<file path="src/rtl/mdu_hilo.sv">
// mdu_hilo: iterative multiply/divide unit with architectural HI/LO registers.
// Multiply is shift-add and divide is restoring shift-subtract, both on the
// operand magnitudes with one bit per cycle. Signs are applied in a final
// FIX cycle. MTHI/MTLO writes are accepted only while idle.
module mdu_hilo #(
    parameter int WIDTH = 32
) (
    input  logic             inclk,
    input  logic             rstn,
    input  logic             start,
    input  logic [1:0]       op,
    input  logic [WIDTH-1:0] src_a,
    input  logic [WIDTH-1:0] src_b,
    input  logic             hi_we,
    input  logic             lo_we,
    input  logic [WIDTH-1:0] wdata,
    output logic             busy,
    output logic             done,
    output logic [WIDTH-1:0] hi,
    output logic [WIDTH-1:0] lo
);

    localparam int CW = $clog2(WIDTH + 1);

    typedef enum logic [1:0] {
        S_IDLE = 2'd0,
        S_RUN  = 2'd1,
        S_FIX  = 2'd2
    } state_t;

    state_t             r_state;
    state_t             w_state_next;
    logic [CW-1:0]      r_cnt;
    logic               r_is_div;
    logic               r_sign_a;
    logic               r_sign_b;
    logic               r_bzero;
    logic [WIDTH-1:0]   r_opnd;      // multiplicand (mul) or divisor (div) magnitude
    logic [WIDTH-1:0]   r_raw_a;     // original dividend, returned in HI on divide by zero
    logic [2*WIDTH:0]   r_acc;       // {upper partial, lower multiplier/quotient}
    logic [WIDTH-1:0]   r_hi;
    logic [WIDTH-1:0]   r_lo;
    logic               r_done;

    // Operand magnitudes: op[0]=1 selects the unsigned variants.
    logic               w_signed;
    logic               w_neg_a;
    logic               w_neg_b;
    logic [WIDTH-1:0]   w_abs_a;
    logic [WIDTH-1:0]   w_abs_b;

    assign w_signed = ~op[0];
    assign w_neg_a  = w_signed & src_a[WIDTH-1];
    assign w_neg_b  = w_signed & src_b[WIDTH-1];
    assign w_abs_a  = w_neg_a ? -src_a : src_a;
    assign w_abs_b  = w_neg_b ? -src_b : src_b;

    // Shift-add step: add multiplicand into the upper half when the current
    // multiplier bit is set, then shift the whole accumulator right.
    logic [WIDTH:0]     w_mul_sum;
    logic [WIDTH:0]     w_mul_upper;
    logic [2*WIDTH:0]   w_mul_next;

    assign w_mul_sum   = {1'b0, r_acc[2*WIDTH-1:WIDTH]} + {1'b0, r_opnd};
    assign w_mul_upper = r_acc[0] ? w_mul_sum : r_acc[2*WIDTH:WIDTH];
    assign w_mul_next  = {1'b0, w_mul_upper, r_acc[WIDTH-1:1]};

    // Restoring divide step: shift left, trial-subtract the divisor from the
    // upper part, keep the difference and set the quotient bit if no borrow.
    logic [2*WIDTH:0]   w_div_shift;
    logic [WIDTH+1:0]   w_div_diff;
    logic [2*WIDTH:0]   w_div_next;

    assign w_div_shift = {r_acc[2*WIDTH-1:0], 1'b0};
    assign w_div_diff  = {1'b0, w_div_shift[2*WIDTH:WIDTH]} - {2'b00, r_opnd};
    assign w_div_next  = w_div_diff[WIDTH+1] ? w_div_shift
                                             : {w_div_diff[WIDTH:0], w_div_shift[WIDTH-1:1], 1'b1};

    // Sign correction of the finished magnitudes.
    logic [2*WIDTH-1:0] w_prod;
    logic [2*WIDTH-1:0] w_prod_fix;
    logic [WIDTH-1:0]   w_quo;
    logic [WIDTH-1:0]   w_rem;
    logic [WIDTH-1:0]   w_quo_fix;
    logic [WIDTH-1:0]   w_rem_fix;
    logic [WIDTH-1:0]   w_res_hi;
    logic [WIDTH-1:0]   w_res_lo;

    assign w_prod     = r_acc[2*WIDTH-1:0];
    assign w_prod_fix = (r_sign_a ^ r_sign_b) ? -w_prod : w_prod;
    assign w_quo      = r_acc[WIDTH-1:0];
    assign w_rem      = r_acc[2*WIDTH-1:WIDTH];
    assign w_quo_fix  = (r_sign_a ^ r_sign_b) ? -w_quo : w_quo;
    assign w_rem_fix  = r_sign_a ? -w_rem : w_rem;

    assign w_res_hi = !r_is_div ? w_prod_fix[2*WIDTH-1:WIDTH] :
                      r_bzero   ? r_raw_a : w_rem_fix;
    assign w_res_lo = !r_is_div ? w_prod_fix[WIDTH-1:0] :
                      r_bzero   ? {WIDTH{1'b1}} : w_quo_fix;

    // State register.
    always_ff @(posedge inclk or negedge rstn) begin
        if (!rstn) r_state <= S_IDLE;
        else       r_state <= w_state_next;
    end

    // Next-state logic: IDLE -> RUN on start, RUN for WIDTH steps, one FIX cycle.
    always_comb begin
        w_state_next = r_state;
        case (r_state)
            S_IDLE:  if (start) w_state_next = S_RUN;
            S_RUN:   if (r_cnt == CW'(WIDTH - 1)) w_state_next = S_FIX;
            S_FIX:   w_state_next = S_IDLE;
            default: w_state_next = S_IDLE;
        endcase
    end

    // Datapath: operand latch, iteration, result write-back and MTHI/MTLO.
    always_ff @(posedge inclk or negedge rstn) begin
        if (!rstn) begin
            r_cnt    <= '0;
            r_is_div <= 1'b0;
            r_sign_a <= 1'b0;
            r_sign_b <= 1'b0;
            r_bzero  <= 1'b0;
            r_opnd   <= '0;
            r_raw_a  <= '0;
            r_acc    <= '0;
            r_hi     <= '0;
            r_lo     <= '0;
            r_done   <= 1'b0;
        end else begin
            r_done <= 1'b0;
            case (r_state)
                S_IDLE: begin
                    if (start) begin
                        r_cnt    <= '0;
                        r_is_div <= op[1];
                        r_sign_a <= w_neg_a;
                        r_sign_b <= w_neg_b;
                        r_bzero  <= (src_b == '0);
                        r_raw_a  <= src_a;
                        r_opnd   <= op[1] ? w_abs_b : w_abs_a;
                        r_acc    <= {{(WIDTH+1){1'b0}}, (op[1] ? w_abs_a : w_abs_b)};
                    end else begin
                        if (hi_we) r_hi <= wdata;
                        if (lo_we) r_lo <= wdata;
                    end
                end
                S_RUN: begin
                    r_acc <= r_is_div ? w_div_next : w_mul_next;
                    r_cnt <= r_cnt + 1'b1;
                end
                S_FIX: begin
                    r_hi   <= w_res_hi;
                    r_lo   <= w_res_lo;
                    r_done <= 1'b1;
                end
                default: ;
            endcase
        end
    end

    assign busy = (r_state != S_IDLE);
    assign done = r_done;
    assign hi   = r_hi;
    assign lo   = r_lo;

endmodule

</file>
<file path="config.mk">
export PLATFORM = sky130hd
export DESIGN_NAME = mdu_hilo
export DESIGN_NICKNAME = d
export VERILOG_FILES = /design/src/rtl/mdu_hilo.sv
export SDC_FILE = /design/constraint.sdc
export NUM_CORES = 1
export LEC_CHECK = 0
export BUFFER_PORTS_ARGS = -buffer_cell sky130_fd_sc_hd__buf_2
export CAP_MARGIN = 20
export CORE_ASPECT_RATIO = 1.4
export CORE_MARGIN = 2
export CORE_UTILIZATION = 35
export DETAILED_ROUTE_END_ITERATION = 10
export GPL_TIMING_DRIVEN = 0
export SYNTH_ARGS = -nofsm -noshare
export SYNTH_HDL_FRONTEND = slang
export SYNTH_SLANG_ARGS = --single-unit
</file>
<file path="constraint.sdc">
create_clock -name inclk -period 3.7 [get_ports inclk]
set_input_delay 0.925 -clock inclk [delete_from_list [all_inputs] [get_ports inclk]]
set_output_delay 0.925 -clock inclk [all_outputs]
set_load 0.1 [all_outputs]
</file>
# Word level (Yosys, flattened, before mapping)
# Cells that the tools add are included.
[op_classes] n_addsub=8 eq_ne=8 mux=28 bitwise_logic=4 n_reduce_logical=10
[op_table] cell="$mux W32" n=14
[op_table] cell="$mux W65" n=3
[op_table] cell="$pmux W65 S2" n=1
[op_table] cell="$neg A32 Y32" n=4
[op_table] cell="$pmux W32 S2" n=2
[op_table] cell="$mux W64" n=1
[op_table] cell="$neg A64 Y64" n=1
[op_table] cell="$sub A33 B32 Y34" n=1
[op_table] cell="$add A32 B32 Y33" n=1
[op_table] cell="$mux W33" n=1
[op_table] cell="$logic_not A32 Y1" n=1
[op_table] cell="$pmux W6 S2" n=1
[op_table] cell="$ne A2 B2 Y1 const B" n=5
[op_table] cell="$add A6 B1 Y6 const B" n=1
[op_table] cell="$eq A6 B5 Y1 const B" n=1
[op_table] cell="$mux W6" n=1
[op_table] cell="$reduce_and A2 Y1" n=3
[op_table] cell="$reduce_and A3 Y1" n=2
[op_table] cell="$reduce_bool A2 Y1" n=3
[op_table] cell="$mux W2" n=2
[op_table] cell="$pmux W2 S2" n=1
[op_table] cell="$and A1 B1 Y1" n=2
[op_table] cell="$eq A2 B1 Y1 const B" n=1
[op_table] cell="$eq A2 B2 Y1 const B" n=1
[op_table] cell="other kinds (4)" n=4
[totals] reg_bits=206 out_inout_bits=66 word_cells=70

# Logic depth before layout (Yosys ltp)
# Gate-level depths: netlist (run 1).
[logic_depth] word_depth=6 ltp_mapped=14

# Worst setup path after synthesis (run 1)
# Ideal clock, no wire load.
[synth_timing] kind="input to register" startpoint="in src_a[1]" endpoint="reg r_acc[24]" setup_ns=0.134 t_arrival_ns=3.300 required_time_ns=3.566 slack_ns=0.266 path_stages=11 path_buffers=0 cell_sequence="inv_1 -> ha_1 -> or4b_2 -> nor3b_1 -> nand2_1 -> nor4_1 -> a21oi_1 -> xnor2_1 -> o22ai_1 -> a21oi_1 -> a21oi_1"
[synth_via] elab_chain_len=5
[synth_lines] element="start, declared" line="12" source="input logic [WIDTH-1:0] src_a,"
[synth_lines] element="$neg A32 Y32" line="55" source="assign w_abs_a = w_neg_a ? -src_a : src_a;"
[synth_lines] element="$mux W32" line="55"
[synth_lines] element="$mux W32" line="144" source="r_acc <= {{(WIDTH+1){1'b0}}, (op[1] ? w_abs_a : w_abs_b)};"
[synth_lines] element="$mux W65" line="136" source="if (start) begin"
[synth_lines] element="$pmux W65 S2" line="134" source="case (r_state)"
[synth_lines] element="end signal, assigned" line="144"
[synth_lines] element="end signal, assigned" line="151" source="r_acc <= r_is_div ? w_div_next : w_mul_next;"
[synth_lines] element="end, declared" line="40" source="logic [2*WIDTH:0] r_acc;"
# No other way between the ends. The select of a mux whose other input is x is not followed.
# A chain may end at the register's enable or synchronous reset.

# Worst setup path in the final report (run 1)
[layout_timing] startpoint="reg r_acc[32]" endpoint="reg r_hi[12] (netlist: hi[12])"
[layout_via] elab_chain_len=5 elab_cells_between_ends=7 cone_classes="add/sub (2); mux (5)"
[layout_lines] element="$neg A32 Y32" line="94" source="assign w_rem_fix = r_sign_a ? -w_rem : w_rem;"
[layout_lines] element="$mux W32" line="94"
[layout_lines] element="$mux W32" line="97" source="r_bzero ? r_raw_a : w_rem_fix;"
[layout_lines] element="$mux W32 (*)" line="96" source="assign w_res_hi = !r_is_div ? w_prod_fix[2*WIDTH-1:WIDTH] :"
[layout_lines] element="$pmux W32 S2 (*)" line="134"
[layout_lines] element="end signal, assigned" line="146" source="if (hi_we) r_hi <= wdata;"
[layout_lines] element="end signal, assigned" line="155" source="r_hi <= w_res_hi;"
[layout_lines] element="end, declared" line="41" source="logic [WIDTH-1:0] r_hi;"
# Mark *: on every way between the ends. The rest lies on a longest branch, timed or not.

==> results of run 1 <==
## per-layer routing
metal / wire length (microns) / vias up / share of wire [%]
li1: - / 8565 / -
met1: 31600 / 9272 / 36
met2: 40900 / 1021 / 47
met3: 6170 / 276 / 7.0
met4: 8760 / 10 / 10
met5: 67 / - / 0.077
## critical path: stages (launching register included)
cell and delay, ps:
dfrtp_1 430, clkbuf_2 240, inv_2 150, ha_1 210, or3b_2 520, or3_1 380, nand2b_1 190, or3_1 410
or3_1 390, nand2_1 110, xnor2_1 130, mux2i_1 90, o221ai_1 240
## placed cells by master (no fill, tap or decap), types with 36 or more instances in the layout
cell,synthesis,layout
ha_1,69,69
xnor2_1,108,108
buf_2,3,169
xor2_1,89,89
nor3_1,36,36
nor2_1,147,145
nand2_1,339,339
clkbuf_1,140,135
mux2i_1,55,55
o22ai_1,46,46
o21ai_0,184,180
dfrtp_1,206,205
o211ai_1,46,46
nand3_1,45,44
a21oi_1,190,188
inv_1,67,64
a211oi_1,53,52
## stage by stage
step           hold WS (ps)  power, W
5_1_grt                 333    0.0219
4_1_cts                 309    0.0204
3_5_place_dp            469    0.0177
3_3_place_gp            460    0.0175
2_1_floorplan           440    0.0135
6_report                293    0.0208
## sequential cells by signal, indices dropped and copies added, names as in the netlist
register  cells
r_state       2
hi           32
r_opnd       32
r_sign_b      1
r_acc        65
r_sign_a      1
r_cnt         6
r_raw_a      32
done          1
r_bzero       1
lo           32
r_is_div      1
## report_power, final
group	total, W	internal (W)	switching, W
combinational	0.0139	0.00465	0.00929
clock	0.00257	0.00146	0.00111
sequential	0.00427	0.00310	0.00118
## final timing paths
path | cells after the start | slack [ps] | start | end
setup / recovery | 12 | 100 | r_acc[32] | hi[12]
hold / removal | 1 | 290 | rstn | lo[8]
setup reg to reg | 12 | 100 | r_acc[32] | hi[12]
hold reg to reg | 2 | 470 | lo[7] | lo[7]
max in group asynchronous | 3 | 2250 | rstn | r_acc[54]
min in group inclk | 2 | 470 | lo[7] | lo[7]
## timing repair
action                                  CTS  global route
endpoints found under the setup margin   59            48
pin swaps                                 2             2
gates cloned                              0             0
endpoints found under the hold margin     0             0
gates resized for setup                  27            28
setup buffers                             1             4
## cell type report
| class | count | share of cell area, % |
|---|---|---|
| clock inverter | 15 | 1.02 |
| multi-input combinational | 1810 | 56.9 |
| tap | 637 | 3.97 |
| sequential | 206 | 25.7 |
| clock buffer | 27 | 2.99 |
| timing repair buffer | 176 | 4.79 |
| buffer | 170 | 3.36 |
| inverter | 68 | 1.30 |
## logic make-up after synthesis
logic type	after synthesis
XOR/XNOR	197
AO/OA/AOI/OAI	753
multiplexers	63
flip-flops	206
adder cells (fa/ha/maj)	71
AND/OR/NAND/NOR	726
buffers and inverters	241
==> metrics.sh, run 1 <==
RUN_STATUS='completed'
CHIPWIDTH_MICRONS=192
POWER.LEAKAGE_nW=8.38
IO_PINS=169
DESIGN.CORE.AREA_SQ_UM=49000
CLKLATENCYLATEPIN_PS=570
WORSTSETUPENDPOINTTYPE='register'
TIMING.FMAX_GHz=0.278
SYNTH_WARNINGS=0
DRT_DRC_VIOLATIONS_LEFT=0
SYNTH-MAIN-FF-CELL='dfrtp_1'
SETUP_VIOL=0
GRT_PASS1_VIAS=18300
TIMING.MAX_SLEW.REL_SLACK_PCT=34.9
GROUTE.LAYER.MET3.USAGE_PCT=3.62
UTILIZATION_PCT=41.0
STDCELL_COUNT=3109
SYNTH_MUX_AREA_SHARE_PCT=3.69
DPL-INSTANCE-AREA_SQ_UM=19100
NUMBER_OF_ANTENNA_VIOLATIONS_AT_THE_FIRST_CHECK_IN_GLOBAL_ROUTING=5
FINALHOLDVIOLATIONS=0
GRT_BUSIEST_LAYER='met2'
MET2_USAGE_PCT=55.6
YOSYS.AREA.TOP_TYPE='dfrtp_1'
SEQUENTIAL_FRACTION_OF_THE_SYNTHESIS_AREA_PCT=29.7
DIE_AREA_SQ_UM=51500
PLACE.GP.CONGESTION=1.04
CLOCK-ROOT-BUFFER='clkbuf_16'
FIRST_PASS_ITERS=7
LARGEST_FAMILY_OF_LOGIC_CELLS_BY_SYNTHESIZED_AREA='compound AO/OA/AOI/OAI gates'
PORT_BUFFERS=167
SYN2LAYOUT_AREA_GROWTH_PCT=15.5
MAPPEDNETLISTAREA_SQ_UM=17400
TIMING.SETUP.CRITICAL_PATH_CLASS='register to register'
PLACEMENTROWS=96
SYNTH_ENABLE_FLOP_CELLS=0
POWER_DENSITY_OVER_THE_CELLS_nW_PER_UM2=1030
FIN_WS_PS=98.6
MIN_PERIOD_OVER_PERIOD_PCT=97.3
ROUTED_WIRE_LENGTH_PER_INSTANCE_MICRONS=28.2
INITIAL_CORE_UTIL_PCT=35.5
GRT.OVERFLOW.TOTAL=0
LAYOUT-DRIVE-GT1-SHARE_PCT=11.3
POST_SYNTH_MAIN_AREA_CONTRIBUTORS='dfrtp_1 (30%), nand2_1 (7.3%), a21oi_1 (5.5%)'
MEAN_NUMBER_OF_VIAS_PER_CELL=6.16
PLACE_WORST_SETUP_SLACK_PS=-1220
YOSYS_REGISTER_BITS=206
SYNTHESIS.NETS=2431
POST_SYNTH_XOR_AREA_FRACTION_PCT=9.93
POST_SYN_AREA_PER_CELL_SQ_UM=7.70
YOSYS-TOP-CELLS-COUNT='nand2_1 (339), dfrtp_1 (206), a21oi_1 (190)'
CTS_HOLD_BUFFERS=0
MAXSLEWVIOLCOUNT=0
ANTENNADIODECOUNT=0
CTS-HTREE-LEVELS=1
TOTAL_ROUTED_WIRELENGTH_MICRONS=87600
YOSYS.AREA_SHARE.SIMPLE_PCT=19.0
SYNTHARSTFLOPSHARE_PCT=100
REGISTER_CLOCK_PIN_SLEW_ON_THE_REPORTED_WORST_SETUP_AND_HOLD_PATHS_PS=60
HOLD_PATH_CLASS='input pin to asynchronous set/reset pin'
ANTENNA_VIOLATING_NETS_POST_ROUTE=0
MAX-VDD-IR-DROP_mV=0.579
TIMING.CRITICAL_PATH.FROM_TYPE='register'
CTS_SINKS=206
PERIOD_NEEDED_PS=3600
DETAILROUTE.VIA_COUNT=19100
SYNTH_CELLS=2257
AREA_FRACTION_IN_COMPOUND_GATES_AFTER_SYNTHESIS_PCT=27.3
CLOCK_TREE_FROM_TRITONCTS='yes'
FIN_SETUP_TNS_PS=0
MAX-CAP-VIOLATIONS=0
YOSYSTOPAREACELLSHARE_PCT=29.7
YOSYS.CELL_COUNT.TOP_TYPE='nand2_1'
FP.DIEH_MICRONS=268
CTSLONGESTPATHBUFFERS=3
TIMING.CRITICAL_PATH.ARRIVAL_PS=4050
GRT_FIRST_PASS_WIRELENGTH_MICRONS=123000
MULTI_INPUT_GATE_AREA_SQ_UM=11400
TIMING.CRITICAL_PATH.REQUIRED_PS=4150
SKEW_PS=21.8
GRT_START_MAX_NET_PINS=78
MET1_USAGE_PCT=37.4
YOSYS_CELL_TYPES=78
DETAIL_ROUTE.ITER0.VIOLATIONS=1792
CTS_INSERTED_BUFFERS=23
FINAL_NET_COUNT=2629
PLACED_CELLS=3065
GRT_UTIL_ALL_LAYERS_PCT=33.1
SYNTHADDERAREAFRAC_PCT=5.20
TIGHTEST_SLEW_PS=977
FINAL-SEQ-AREA_SQ_UM=5160
CRITICAL_PATH_PEAK_FANOUT=7
FINAL_DESIGN_AREA_NO_FILL_SQ_UM=20100
DP_HPWL_MICRONS=70900
NUM-FILL-CELLS=5124
RSZ0062_AT_GRT='false'
Power figures use the tool's default switching activity.
==> run 2: changes to the inputs <==
--- a/config.mk
+++ b/config.mk
@@ -12,6 +12,7 @@
 export CORE_UTILIZATION = 35
 export DETAILED_ROUTE_END_ITERATION = 10
 export GPL_TIMING_DRIVEN = 0
+export HOLD_SLACK_MARGIN = 0.03
 export SYNTH_ARGS = -nofsm -noshare
 export SYNTH_HDL_FRONTEND = slang
 export SYNTH_SLANG_ARGS = --single-unit
==> constraint.sdc (replaced) <==
create_clock -name inclk -period 3.7 [get_ports inclk]
set_input_delay 0.37 -clock inclk [delete_from_list [all_inputs] [get_ports inclk]]
set_output_delay 0.37 -clock inclk [all_outputs]
set_load 0.1 [all_outputs]
==> run 2 against run 1 <==
Effect of this change: combinational power hardly changed; clock skew is essentially flat; sequential power hardly changed; highest routed layer unchanged; largest power group unchanged; critical endpoint is now r_acc[57]; total power about the same; largest cell class unchanged.
==> metrics.sh, run 2 (synthesis results as in run 1) <==
TIMING.CRITICAL_PATH.ARRIVAL_PS=4100
MET1_USAGE_PCT=37.4
REGISTER_CLOCK_PIN_SLEW_ON_THE_REPORTED_WORST_SETUP_AND_HOLD_PATHS_PS=70
CTS_INSERTED_BUFFERS=23
TIMING.CRITICAL_PATH.BUF_INV=3
IO_PINS=169
GRT.OVERFLOW.TOTAL=0
TIGHTEST_SLEW_PS=987
MIN_PERIOD_OVER_PERIOD_PCT=97.6
ROUTED_WIRE_LENGTH_PER_INSTANCE_MICRONS=28.1
MET2_USAGE_PCT=55.6
HOLD_PATH_CLASS='input pin to register'
PLACE.GP.CONGESTION=1.04
MAX-CAP-VIOLATIONS=0
TIMING.CRITICAL_PATH.REQUIRED_PS=4190
DESIGN.CORE.AREA_SQ_UM=49000
REGMOSTFLOPS='r_acc'
RSZ0062_AT_GRT='false'
PLACE_WORST_SETUP_SLACK_PS=-1220
CLOCK-ROOT-BUFFER='clkbuf_16'
MEAN_NUMBER_OF_VIAS_PER_CELL=6.10
FIN_SETUP_TNS_PS=0
TIMING.MAX_SLEW.REL_SLACK_PCT=34.2
ANTENNA_VIOLATING_NETS_POST_ROUTE=0
FINALHOLDVIOLATIONS=0
MAX-VDD-IR-DROP_mV=0.579
TIMING.CRITICAL_PATH.MODE_CELL='buf_4'
DRT_DRC_VIOLATIONS_LEFT=0
CLKLATENCYLATEPIN_PS=570
ANTENNADIODECOUNT=0
GRT_BUSIEST_LAYER='met2'
GRT_PASS1_VIAS=18300
CRITICAL_PATH_PEAK_FANOUT=8
POWER.TOTAL_W=0.0208
POWER_DENSITY_OVER_THE_CELLS_nW_PER_UM2=1040
GRT_UTIL_ALL_LAYERS_PCT=33.1
DETAILROUTE.VIA_COUNT=19000
PORT_BUFFERS=167
POWER.LEAKAGE_nW=8.39
TIMING.CRITICAL_PATH.FROM_TYPE='register'
DPL-INSTANCE-AREA_SQ_UM=19100
TOTAL_ROUTED_WIRELENGTH_MICRONS=87400
GRT_FIRST_PASS_WIRELENGTH_MICRONS=123000
CHIPWIDTH_MICRONS=192
SETUP_VIOL=0
CTSLONGESTPATHBUFFERS=3
DETAIL_ROUTE.ITER0.VIOLATIONS=1735
WORSTSETUPENDPOINTTYPE='register'
NUMBER_OF_ANTENNA_VIOLATIONS_AT_THE_FIRST_CHECK_IN_GLOBAL_ROUTING=5
CTS-HTREE-LEVELS=1
DP_HPWL_MICRONS=70900
GRT_START_MAX_NET_PINS=78
GROUTE.LAYER.MET3.USAGE_PCT=3.62
UTILIZATION_PCT=41.0
FINAL_DESIGN_AREA_NO_FILL_SQ_UM=20100
PERIOD_NEEDED_PS=3610
FIRST_PASS_ITERS=7
FP.DIEH_MICRONS=268
TIMING.SETUP.CRITICAL_PATH_CLASS='register to register'
LAYOUT-DRIVE-GT1-SHARE_PCT=11.2
PLACEMENTROWS=96
CELL_FAMILY_CONTRIBUTING_THE_MOST_DELAY_ON_THE_CRITICAL_PATH='compound AO/OA/AOI/OAI gates'
NUM-FILL-CELLS=5128
SKEW_PS=22.0
LAYOUT_COMMONEST_CELL='nand2_1'
TIMING.FMAX_GHz=0.277
FINAL_NET_COUNT=2631
INITIAL_CORE_UTIL_PCT=35.5
CTS_SINKS=206
LARGEST_REGISTER_FF_COUNT=65
CRITICAL_PATH.CELL_CHAIN='buf_4, clkinvlp_4, fa_1, nand2b_1, a21o_1, nand3_1, a31oi_1, o41ai_2, buf_4, a221oi_2, or4_1, a31o_2, o211ai_1'
CP_SLOWEST_CELL='or4_1'
DIE_AREA_SQ_UM=51500
SYN2LAYOUT_AREA_GROWTH_PCT=15.5
MAXSLEWVIOLCOUNT=0
CLOCK_TREE_FROM_TRITONCTS='yes'
FIN_WS_PS=89.7
WORST_PATH_LARGEST_CELL_DELAY_PS=520
FINAL_CELL_MIX='nand2_1 (339), dfrtp_1 (205), a21oi_1 (188), o21ai_0 (180), buf_2 (169)'
RUN_STATUS='completed'
## run 2: path summary, 6_finish.rpt
kind                            from         end  slack [ps]  cells past startpoint
min reg2reg                    lo[7]       lo[7]         470                      2
min                         src_a[4]  r_raw_a[4]          80                      3
max reg2reg                r_acc[33]   r_acc[57]          90                     13
max in group asynchronous       rstn   r_acc[54]        2220                      4
min in group asynchronous       rstn       lo[8]         330                      2
max                        r_acc[33]   r_acc[57]          90                     13
## run 2: worst register-to-register path, cell delays in order, from the launching register on
cell        delay (ps)
dfrtp_1            440
buf_4              230
clkinvlp_4         150
fa_1               420
nand2b_1           240
a21o_1             220
nand3_1            150
a31oi_1            210
o41ai_2            350
buf_4              170
a221oi_2           100
or4_1              520
a31o_2             250
o211ai_1            80
## run 2: power by group
group | switching, W | internal (W)
logic | 0.00929 | 0.00466
registers | 0.00118 | 0.00310
clock network | 0.00111 | 0.00146
## run 2: layout make-up
cell class	count	area, sq um	share of cell area (%)
Buffer	170	676	3.36
Clock buffer	27	601	2.99
Clock inverter	15	205	1.02
Inverter	68	262	1.30
Multi-Input combinational cell	1810	11400	56.8
Sequential cell	206	5160	25.7
Tap cell	637	797	3.97
Timing Repair Buffer	178	978	4.87
## run 2: what timing repair did
item | 4_1_cts | 5_1_grt
hold buffers | 1 | 0
gates resized for setup | 26 | 26
gates cloned | 0 | 0
setup buffers | 1 | 5
pin swaps | 2 | 2
setup endpoints to repair | 53 | 41
hold endpoints to repair | 65 | 0
## run 2: stage by stage
step	std cells	hold WS, ps
2_1_floorplan	2257	74.4
3_3_place_gp	3061	460
3_5_place_dp	3065	346
4_1_cts	3109	60.8
5_1_grt	3111	76.3
6_report	3111	78.0
## run 2: layer usage
| metal | wire length (microns) | vias up |
|---|---|---|
| li1 | - | 8579 |
| met1 | 31900 | 9148 |
| met2 | 40800 | 962 |
| met3 | 5780 | 282 |
| met4 | 8740 | 10 |
| met5 | 67 | - |
